===== src/rtl/multi_master_bus_pkg.sv =====
// Shared types for the multi-master bus: FSM state encoding and its width.
package multi_master_bus_pkg;

    localparam int unsigned STATE_W = 2;

    typedef enum logic [STATE_W-1:0] {
        IDLE  = 2'd0,
        GRANT = 2'd1,
        TURN  = 2'd2
    } state_e;

endpackage


===== src/rtl/rr_arbiter.sv =====
// Combinational round-robin arbiter: search starts one past the last owner.
module rr_arbiter #(
    parameter int unsigned M = 4
) (
    input  logic [M-1:0]         req_i,
    input  logic [$clog2(M)-1:0] last_owner_i,
    output logic [M-1:0]         win_o,
    output logic                 any_o
);

    localparam int unsigned LW = $clog2(M);

    logic [LW-1:0] idx;
    logic          found;

    always_comb begin
        win_o = '0;
        found = 1'b0;
        idx   = '0;
        for (int unsigned i = 1; i <= M; i++) begin
            idx = LW'((int'(last_owner_i) + i) % M);
            if (!found && req_i[idx]) begin
                win_o[idx] = 1'b1;
                found      = 1'b1;
            end
        end
    end

    assign any_o = |req_i;

endmodule


===== src/rtl/multi_master_bus.sv =====
// Registered multiplexed bus for M masters with round-robin ownership, bounded hold and turnaround gap.
// Optional even-parity output enabled by MULTI_MASTER_BUS_PARITY_EN.
module multi_master_bus
    import multi_master_bus_pkg::*;
#(
    parameter int unsigned N        = 8,
    parameter int unsigned M        = 4,
    parameter int unsigned MAX_HOLD = 4,
    parameter int unsigned TURN_CYC = 1
) (
    input  logic           clk,
    input  logic           rst,
    input  logic [M-1:0]   req,
    input  logic [M*N-1:0] data_in,
    output logic [M-1:0]   grant,
    output logic [N-1:0]   bus_data,
    output logic           bus_valid,
`ifdef MULTI_MASTER_BUS_PARITY_EN
    output logic           bus_parity,
`endif
    output logic [M-1:0]   rx_valid
);

    localparam int unsigned HOLD_W = $clog2(MAX_HOLD + 1);
    localparam int unsigned TURN_W = $clog2(TURN_CYC + 1);
    localparam int unsigned OWN_W  = $clog2(M);

    state_e            state_q, state_d;
    logic [M-1:0]      grant_q, grant_d;
    logic [HOLD_W-1:0] hold_q, hold_d, hold_inc;
    logic [TURN_W-1:0] turn_q, turn_d, turn_inc;
    logic [OWN_W-1:0]  last_q, last_d, owner_idx;
    logic [N-1:0]      bus_data_q, bus_data_d, owner_data;
    logic              bus_valid_q, bus_valid_d;
    logic [M-1:0]      rx_valid_q, rx_valid_d;
    logic              owner_req;
    logic [M-1:0]      arb_win;
    logic              arb_any;

    rr_arbiter #(.M(M)) u_arb (
        .req_i        (req),
        .last_owner_i (last_q),
        .win_o        (arb_win),
        .any_o        (arb_any)
    );

    always_ff @(posedge clk) begin
        if (rst) begin
            state_q     <= IDLE;
            grant_q     <= '0;
            hold_q      <= '0;
            turn_q      <= '0;
            last_q      <= OWN_W'(M - 1);
            bus_data_q  <= '0;
            bus_valid_q <= 1'b0;
            rx_valid_q  <= '0;
        end else begin
            state_q     <= state_d;
            grant_q     <= grant_d;
            hold_q      <= hold_d;
            turn_q      <= turn_d;
            last_q      <= last_d;
            bus_data_q  <= bus_data_d;
            bus_valid_q <= bus_valid_d;
            rx_valid_q  <= rx_valid_d;
        end
    end

    // Owner's request/data/index selected by the one-hot grant.
    always_comb begin
        owner_data = '0;
        owner_idx  = '0;
        for (int unsigned k = 0; k < M; k++) begin
            if (grant_q[k]) begin
                owner_data = data_in[k*N +: N];
                owner_idx  = OWN_W'(k);
            end
        end
        owner_req = |(req & grant_q);
        hold_inc  = (hold_q == HOLD_W'(MAX_HOLD)) ? hold_q : hold_q + HOLD_W'(1);
        turn_inc  = (turn_q == TURN_W'(TURN_CYC)) ? turn_q : turn_q + TURN_W'(1);
    end

    always_comb begin
        state_d     = state_q;
        grant_d     = grant_q;
        hold_d      = hold_q;
        turn_d      = turn_q;
        last_d      = last_q;
        bus_data_d  = bus_data_q;
        bus_valid_d = 1'b0;
        rx_valid_d  = '0;
        case (state_q)
            IDLE: begin
                if (arb_any) begin
                    state_d = GRANT;
                    grant_d = arb_win;
                    hold_d  = '0;
                end
            end
            GRANT: begin
                hold_d = hold_inc;
                if (owner_req) begin
                    bus_valid_d = 1'b1;
                    bus_data_d  = owner_data;
                    rx_valid_d  = ~grant_q;
                end
                if (!owner_req || hold_inc >= HOLD_W'(MAX_HOLD)) begin
                    state_d = TURN;
                    grant_d = '0;
                    last_d  = owner_idx;
                    hold_d  = '0;
                    turn_d  = '0;
                end
            end
            TURN: begin
                turn_d = turn_inc;
                // Last gap cycle re-arbitrates with the updated pointer.
                if (turn_inc >= TURN_W'(TURN_CYC)) begin
                    turn_d = '0;
                    if (arb_any) begin
                        state_d = GRANT;
                        grant_d = arb_win;
                        hold_d  = '0;
                    end else begin
                        state_d = IDLE;
                    end
                end
            end
            default: begin
                state_d = IDLE;
                grant_d = '0;
            end
        endcase
    end

`ifdef MULTI_MASTER_BUS_PARITY_EN
    logic parity_q;

    always_ff @(posedge clk) begin
        if (rst) begin
            parity_q <= 1'b0;
        end else begin
            parity_q <= ^bus_data_d;
        end
    end

    assign bus_parity = parity_q;
`endif

    assign grant     = grant_q;
    assign bus_data  = bus_data_q;
    assign bus_valid = bus_valid_q;
    assign rx_valid  = rx_valid_q;

endmodule


===== config.mk =====
export PLATFORM = sky130hd
export DESIGN_NAME = multi_master_bus
export DESIGN_NICKNAME = d
export VERILOG_FILES = /design/src/rtl/multi_master_bus_pkg.sv /design/src/rtl/rr_arbiter.sv /design/src/rtl/multi_master_bus.sv
export SDC_FILE = /design/constraint.sdc
export NUM_CORES = 1
export LEC_CHECK = 0
export ABC_AREA = 1
export CAP_MARGIN = 30
export CORE_MARGIN = 3
export CORE_UTILIZATION = 45
export DETAILED_ROUTE_END_ITERATION = 12
export GPL_ROUTABILITY_DRIVEN = 0
export PLACE_DENSITY = 0.82
export SLEW_MARGIN = 20
export SYNTH_ARGS = -nofsm -noshare
export SYNTH_HDL_FRONTEND = slang
export SYNTH_SLANG_ARGS = --single-unit

===== constraint.sdc =====
create_clock -name clk -period 2.1 [get_ports clk]
set_clock_uncertainty 0.1 [all_clocks]
set_input_delay 0.63 -clock clk [delete_from_list [all_inputs] [get_ports clk]]
set_output_delay 0.63 -clock clk [all_outputs]
set_load 0.005 [all_outputs]

==> results of run 1 <==
[flip-flops by register name, summed over array words and instances, names as in the netlist]
register,count
bus_data,8
bus_valid,1
grant,4
hold_q,3
last_q,2
rx_valid,4
state_q,2
[power by group]
group / switching, mW / internal [mW]
registers: 0.0552 / 0.530
logic: 0.630 / 0.494
clock network: 0.144 / 0.193
[through the flow]
step	setup slack [ps]	instance area, um2	cells
2_1_floorplan	257	1570	217
3_3_place_gp	-105	2250	324
3_5_place_dp	-124	2250	324
4_1_cts	11.6	2300	328
5_1_grt	29.2	2300	328
6_report	108	2300	328
[final timing paths]
kind / startpoint / to / cells after the start
worst min-delay path: hold_q[2] / hold_q[2] / 2
worst max-delay path: grant[2] / grant[2] / 1
worst max register to register: last_q[0] / grant[0] / 11
worst min register to register: hold_q[2] / hold_q[2] / 2
[cell families (layout without fill, tap and decap cells)]
logic type	count (synthesis)	in the layout
simple gates	118	118
fa+ha+maj	10	10
xor+xnor	1	1
buf+inv	30	97
compound gates	34	34
flops	24	24
[layout make-up]
type,count,area share
multi-input cells,163,0.415
flip-flops and latches,24,0.209
inverters,25,0.0429
clock buffers,3,0.00978
well taps,44,0.0239
clock inverters,1,0.0130
repair buffers,68,0.286
[layout by cell type (no fill, tap or decap), drive strengths merged]
cell type      instances
nor3                   1
nand2                 74
a21oi                  7
ha                    10
xor2                   1
clkbuf                 3
inv                   24
nand4                  2
bufinv                 1
dfxtp                 24
nand3                 28
o21ai                  9
nor4                   1
a22o                   8
a41oi                  8
nor3b                  1
nor2                  10
buf                   14
clkinv                 1
clkdlybuf4s50         54
a31oi                  2
or2                    1
[layer usage]
| metal | part of all wire | vias to the layer above |
|---|---|---|
| li1 | - | 861 |
| met4 | 0.0048 | 0 |
| met2 | 0.49 | 60 |
| met5 | 0 | - |
| met1 | 0.43 | 764 |
| met3 | 0.075 | 2 |
==> impl_metrics.toml, run 1 <==
[sta]
fmax_mhz = 502
rsz0062_at_grt = "false"
drv_slew = 0
tns_ps = 0
layout_min_cycle_time_ps = 1990
hold_viol = 0
post-route-period-util = 0.949
setup-violations-final = 0
whs_ps = 370
slew_headroom = 0.677
worstMarginPinSlew_ps = 481

[global_route]
grt_use_met3 = 0.0537
grt_pass1_vias = 1610
grt.total_usage = 0.220
grt_util_met1 = 0.281
grt-busiest-layer = "met2"
grt_overflow = 0
antenna_found_initial = 0
grt_pass1_wl_um = 7260
grt_max_degree = 17
use_met2 = 0.372

[logic_synthesis]
synth_edf_count = 0
synth_most_common_cell = "nand2_1"
synthTopCellsByCount = "70 x nand2_1, 26 x nand3_1, 24 x dfxtp_1"
yosys.area_share.simple = 0.364
synth.area.top_cells = "dfxtp_1 31%, nand2_1 17%, nand3_1 8.3%"
yosysWarnings = 0
ys_types = 31
synthCells = 217
synth.avg_cell_area_um2 = 7.22
synthMuxAreaShare = 0
synth_top_family_by_area = "simple AND/OR/NAND/NOR gates"
syn_area_um2 = 1570
ys_seq_area_frac = 0.307
syn-num-nets = 265
synth_top_area_frac = 0.307
ys_async_sr_fraction = 0
synth_xor_area_frac = 0.00559
ys_seq_elements = 24
synth_compound_area_frac = 0.161
synth-main-ff-cell = "dfxtp_1"
yosys.area.top_type = "dfxtp_1"
synth_fa_ha_area_frac = 0.0799

[floorplanning]
core_um2 = 3180
num_rows = 20
initial_utilization = 0.493
die_h_um = 65
fp.dieW_um = 65
io_pins = 55
die_area_um2 = 4230

[critical_path]
crit_arrival_ps = 1260
cp.required_ps = 1370
path_class = "flip-flop to primary output"
cp-start-kind = "flip-flop"
crit_path_cell_trace = "clkdlybuf4s50_1"
reg2reg_setup_slack_ps = 210
critPathMaxStageDelay_ps = 530
crit_fanout = 2
cp_num_buf_inv = 1
cp-end-kind = "primary output"
crit_slowest_cell = "clkdlybuf4s50_1"
cp_top_family = "buffers and inverters"

[clock_network]
cts_max_level = 1
cts_tree = "done"
hold_buffers = 0
postCtsSetupBuffers = 0
numCtsBuffers = 3
clock-sinks = 24
cts.clk_slew.worst_paths_ps = 130
cts_root_buf = "clkbuf_4"
clock_path_buffers = 2
clk_latency_ps = 320
postCtsResizedCells = 0

[placed_design]
place_hpwl_um = 3510
portBuffers = 54

[final_layout]
layout-drive-gt1-share = 0.130
nFillCells = 284
multiInputGateArea_um2 = 956
post-route-util = 0.724
seq_area_um2 = 482
diodes = 0
nets = 333
area_growth_pct = 47.0

[detailed_routing]
drc = 0
first_pass_iters = 4
viasPerCell = 5.14
drt_wl_total_um = 4400
wl_per_cell_um = 13.4
dr_total_vias = 1687
drtIter0Drc = 85
detail-route-antenna-nets = 0

[pwr]
vdd_drop_max_mv = 0.521
power_leakage_nw = 0.983
p_per_area_nw_per_um2 = 889
power_mw = 2.05

[flow_run]
max_cap_viol_count = 0

[run_status]
status = "completed"

[hold_path]
min_path_type = "flip-flop to flip-flop"
Note: power is estimated with default switching activity, not from simulation.
==> inputs of run 2 (changes only) <==
Settings changed: CORE_MARGIN 3 to unset.
==> run 2 against run 1 <==
Compared with the run above: largest power group unchanged; count of clock-buffer cells in the layout unchanged; utilization down 4.3 points; routed wire length down 8.5%; register-to-register slack better by 40 ps; critical endpoint is now grant[0]; power down 1.9%; setup slack better by 11 ps; non-clock buffer count down 4; worst hold slack better by 3.0 ps; combinational power about the same; sequential cell count unchanged; clock power up 2%.
==> impl_metrics.toml, run 2 (synthesis results as in run 1) <==
[run_status]
status = "completed"

[placed_design]
pre_cts_ws_ps = -119
place_hpwl_um = 3110
placed_area_um2 = 2220
portBuffers = 54
placed_cells = 322

[sta]
worstMarginPinSlew_ps = 524
rsz0062_at_grt = "false"
fin_ws_ps = 119
tns_ps = 0
setup-violations-final = 0
layout_min_cycle_time_ps = 1980
post-route-period-util = 0.943
hold_viol = 0
drv_slew = 0
fmax_mhz = 505
slew_headroom = 0.648
whs_ps = 373

[pwr]
power_leakage_nw = 0.964
seq_power_share = 0.289
internal_power_mw = 1.19
p_comb_frac = 0.541
p_clk_frac = 0.171
p_per_area_nw_per_um2 = 882
power_switching_uw = 814
vdd_drop_max_mv = 0.519
p_sw_frac = 0.405

[final_layout]
nets = 329
area_growth_pct = 45.2
finalInstanceArea_um2 = 2270
largest_register_ffs = 8
layoutNonFillerInstCount = 326
final_common_cell = "nand2_1"
layout_common_cells = "70 x nand2_1, 54 x clkdlybuf4s50_1, 26 x nand3_1"
diodes = 0
layout-drive-gt1-share = 0.118

[global_route]
grt.total_usage = 0.236
antenna_found_initial = 0
grt_max_degree = 18
grt_pass1_vias = 1549
grt_pass1_wl_um = 6540
grt_overflow = 0

[floorplanning]
die_h_um = 61
fp.dieW_um = 61
io_pins = 55
num_rows = 21
die_area_um2 = 3720
core_um2 = 3340
initial_utilization = 0.469

[clock_network]
cts_root_buf = "clkbuf_4"
postCtsResizedCells = 0
cts.clk_slew.worst_paths_ps = 140
clk_latency_ps = 330
clock_path_buffers = 2
postCtsSetupBuffers = 0
cts_tree = "done"
cts_max_level = 1
numCtsBuffers = 3
hold_buffers = 0
clock-sinks = 24

[critical_path]
path_class = "flip-flop to primary output"
cp-end-kind = "primary output"
crit_fanout = 5
critPathMaxStageDelay_ps = 510
cp.required_ps = 1370
cp-start-kind = "flip-flop"
crit_path_cell_trace = "clkdlybuf4s50_1"
cp_top_family = "buffers and inverters"
crit_arrival_ps = 1250
crit_slowest_cell = "clkdlybuf4s50_1"
cp_num_buf_inv = 1

[detailed_routing]
drc = 0
first_pass_iters = 4
drtIter0Drc = 59
dr_total_vias = 1669
drt_wl_total_um = 4030
viasPerCell = 5.12
wl_per_cell_um = 12.4
detail-route-antenna-nets = 0

[hold_path]
min_path_type = "flip-flop to flip-flop"

[flow_run]
max_cap_viol_count = 0
[run 2: cell types whose count changed in the layout (fill, tap and decap cells not counted), sizes merged]
cell | previous run | this run
buf | 14 | 10
[run 2: through the flow]
| step | power (mW) | utilization |
|---|---|---|
| after CTS | 2.00 | 0.681 |
| after detailed placement | 1.66 | 0.666 |
| after floorplan | 1.29 | - |
| after global routing | 2.16 | 0.682 |
| after global placement | 1.65 | 0.666 |
| final | 2.01 | 0.682 |
[run 2: worst paths after layout]
path / startpoint / end / slack, ps / cells past startpoint
min: hold_q[2] / hold_q[2] / 370 / 2
min reg2reg: hold_q[2] / hold_q[2] / 370 / 2
max: grant[0] / grant[0] / 120 / 1
max reg2reg: last_q[0] / grant[3] / 250 / 11
[run 2: power by group through the flow]
stage | combinational [mW] | sequential (mW) | clock [mW]
after floorplan | 0.680 | 0.608 | 0
final | 1.09 | 0.580 | 0.343
after global routing | 1.21 | 0.587 | 0.359
after detailed placement | 1.08 | 0.586 | 0
after CTS | 1.08 | 0.578 | 0.342
after global placement | 1.06 | 0.586 | 0
[run 2: metal layers]
metal,part of all wire,wire length (um),global-route usage,vias up
li1,-,-,-,854
met3,0.045,181,0.0512,8
met1,0.44,1790,0.292,760
met5,0,0,0,-
met4,0.017,68,0.0682,0
met2,0.49,1990,0.410,47
[run 2: final cells by class]
type / instances / area, um2
fill: 296 / 1060
inverter: 25 / 98.8
clock buffer: 3 / 22.5
sequential: 24 / 482
tap: 46 / 57.6
clock inverter: 1 / 30.0
timing repair buffer: 64 / 628
multi-input combinational: 163 / 956
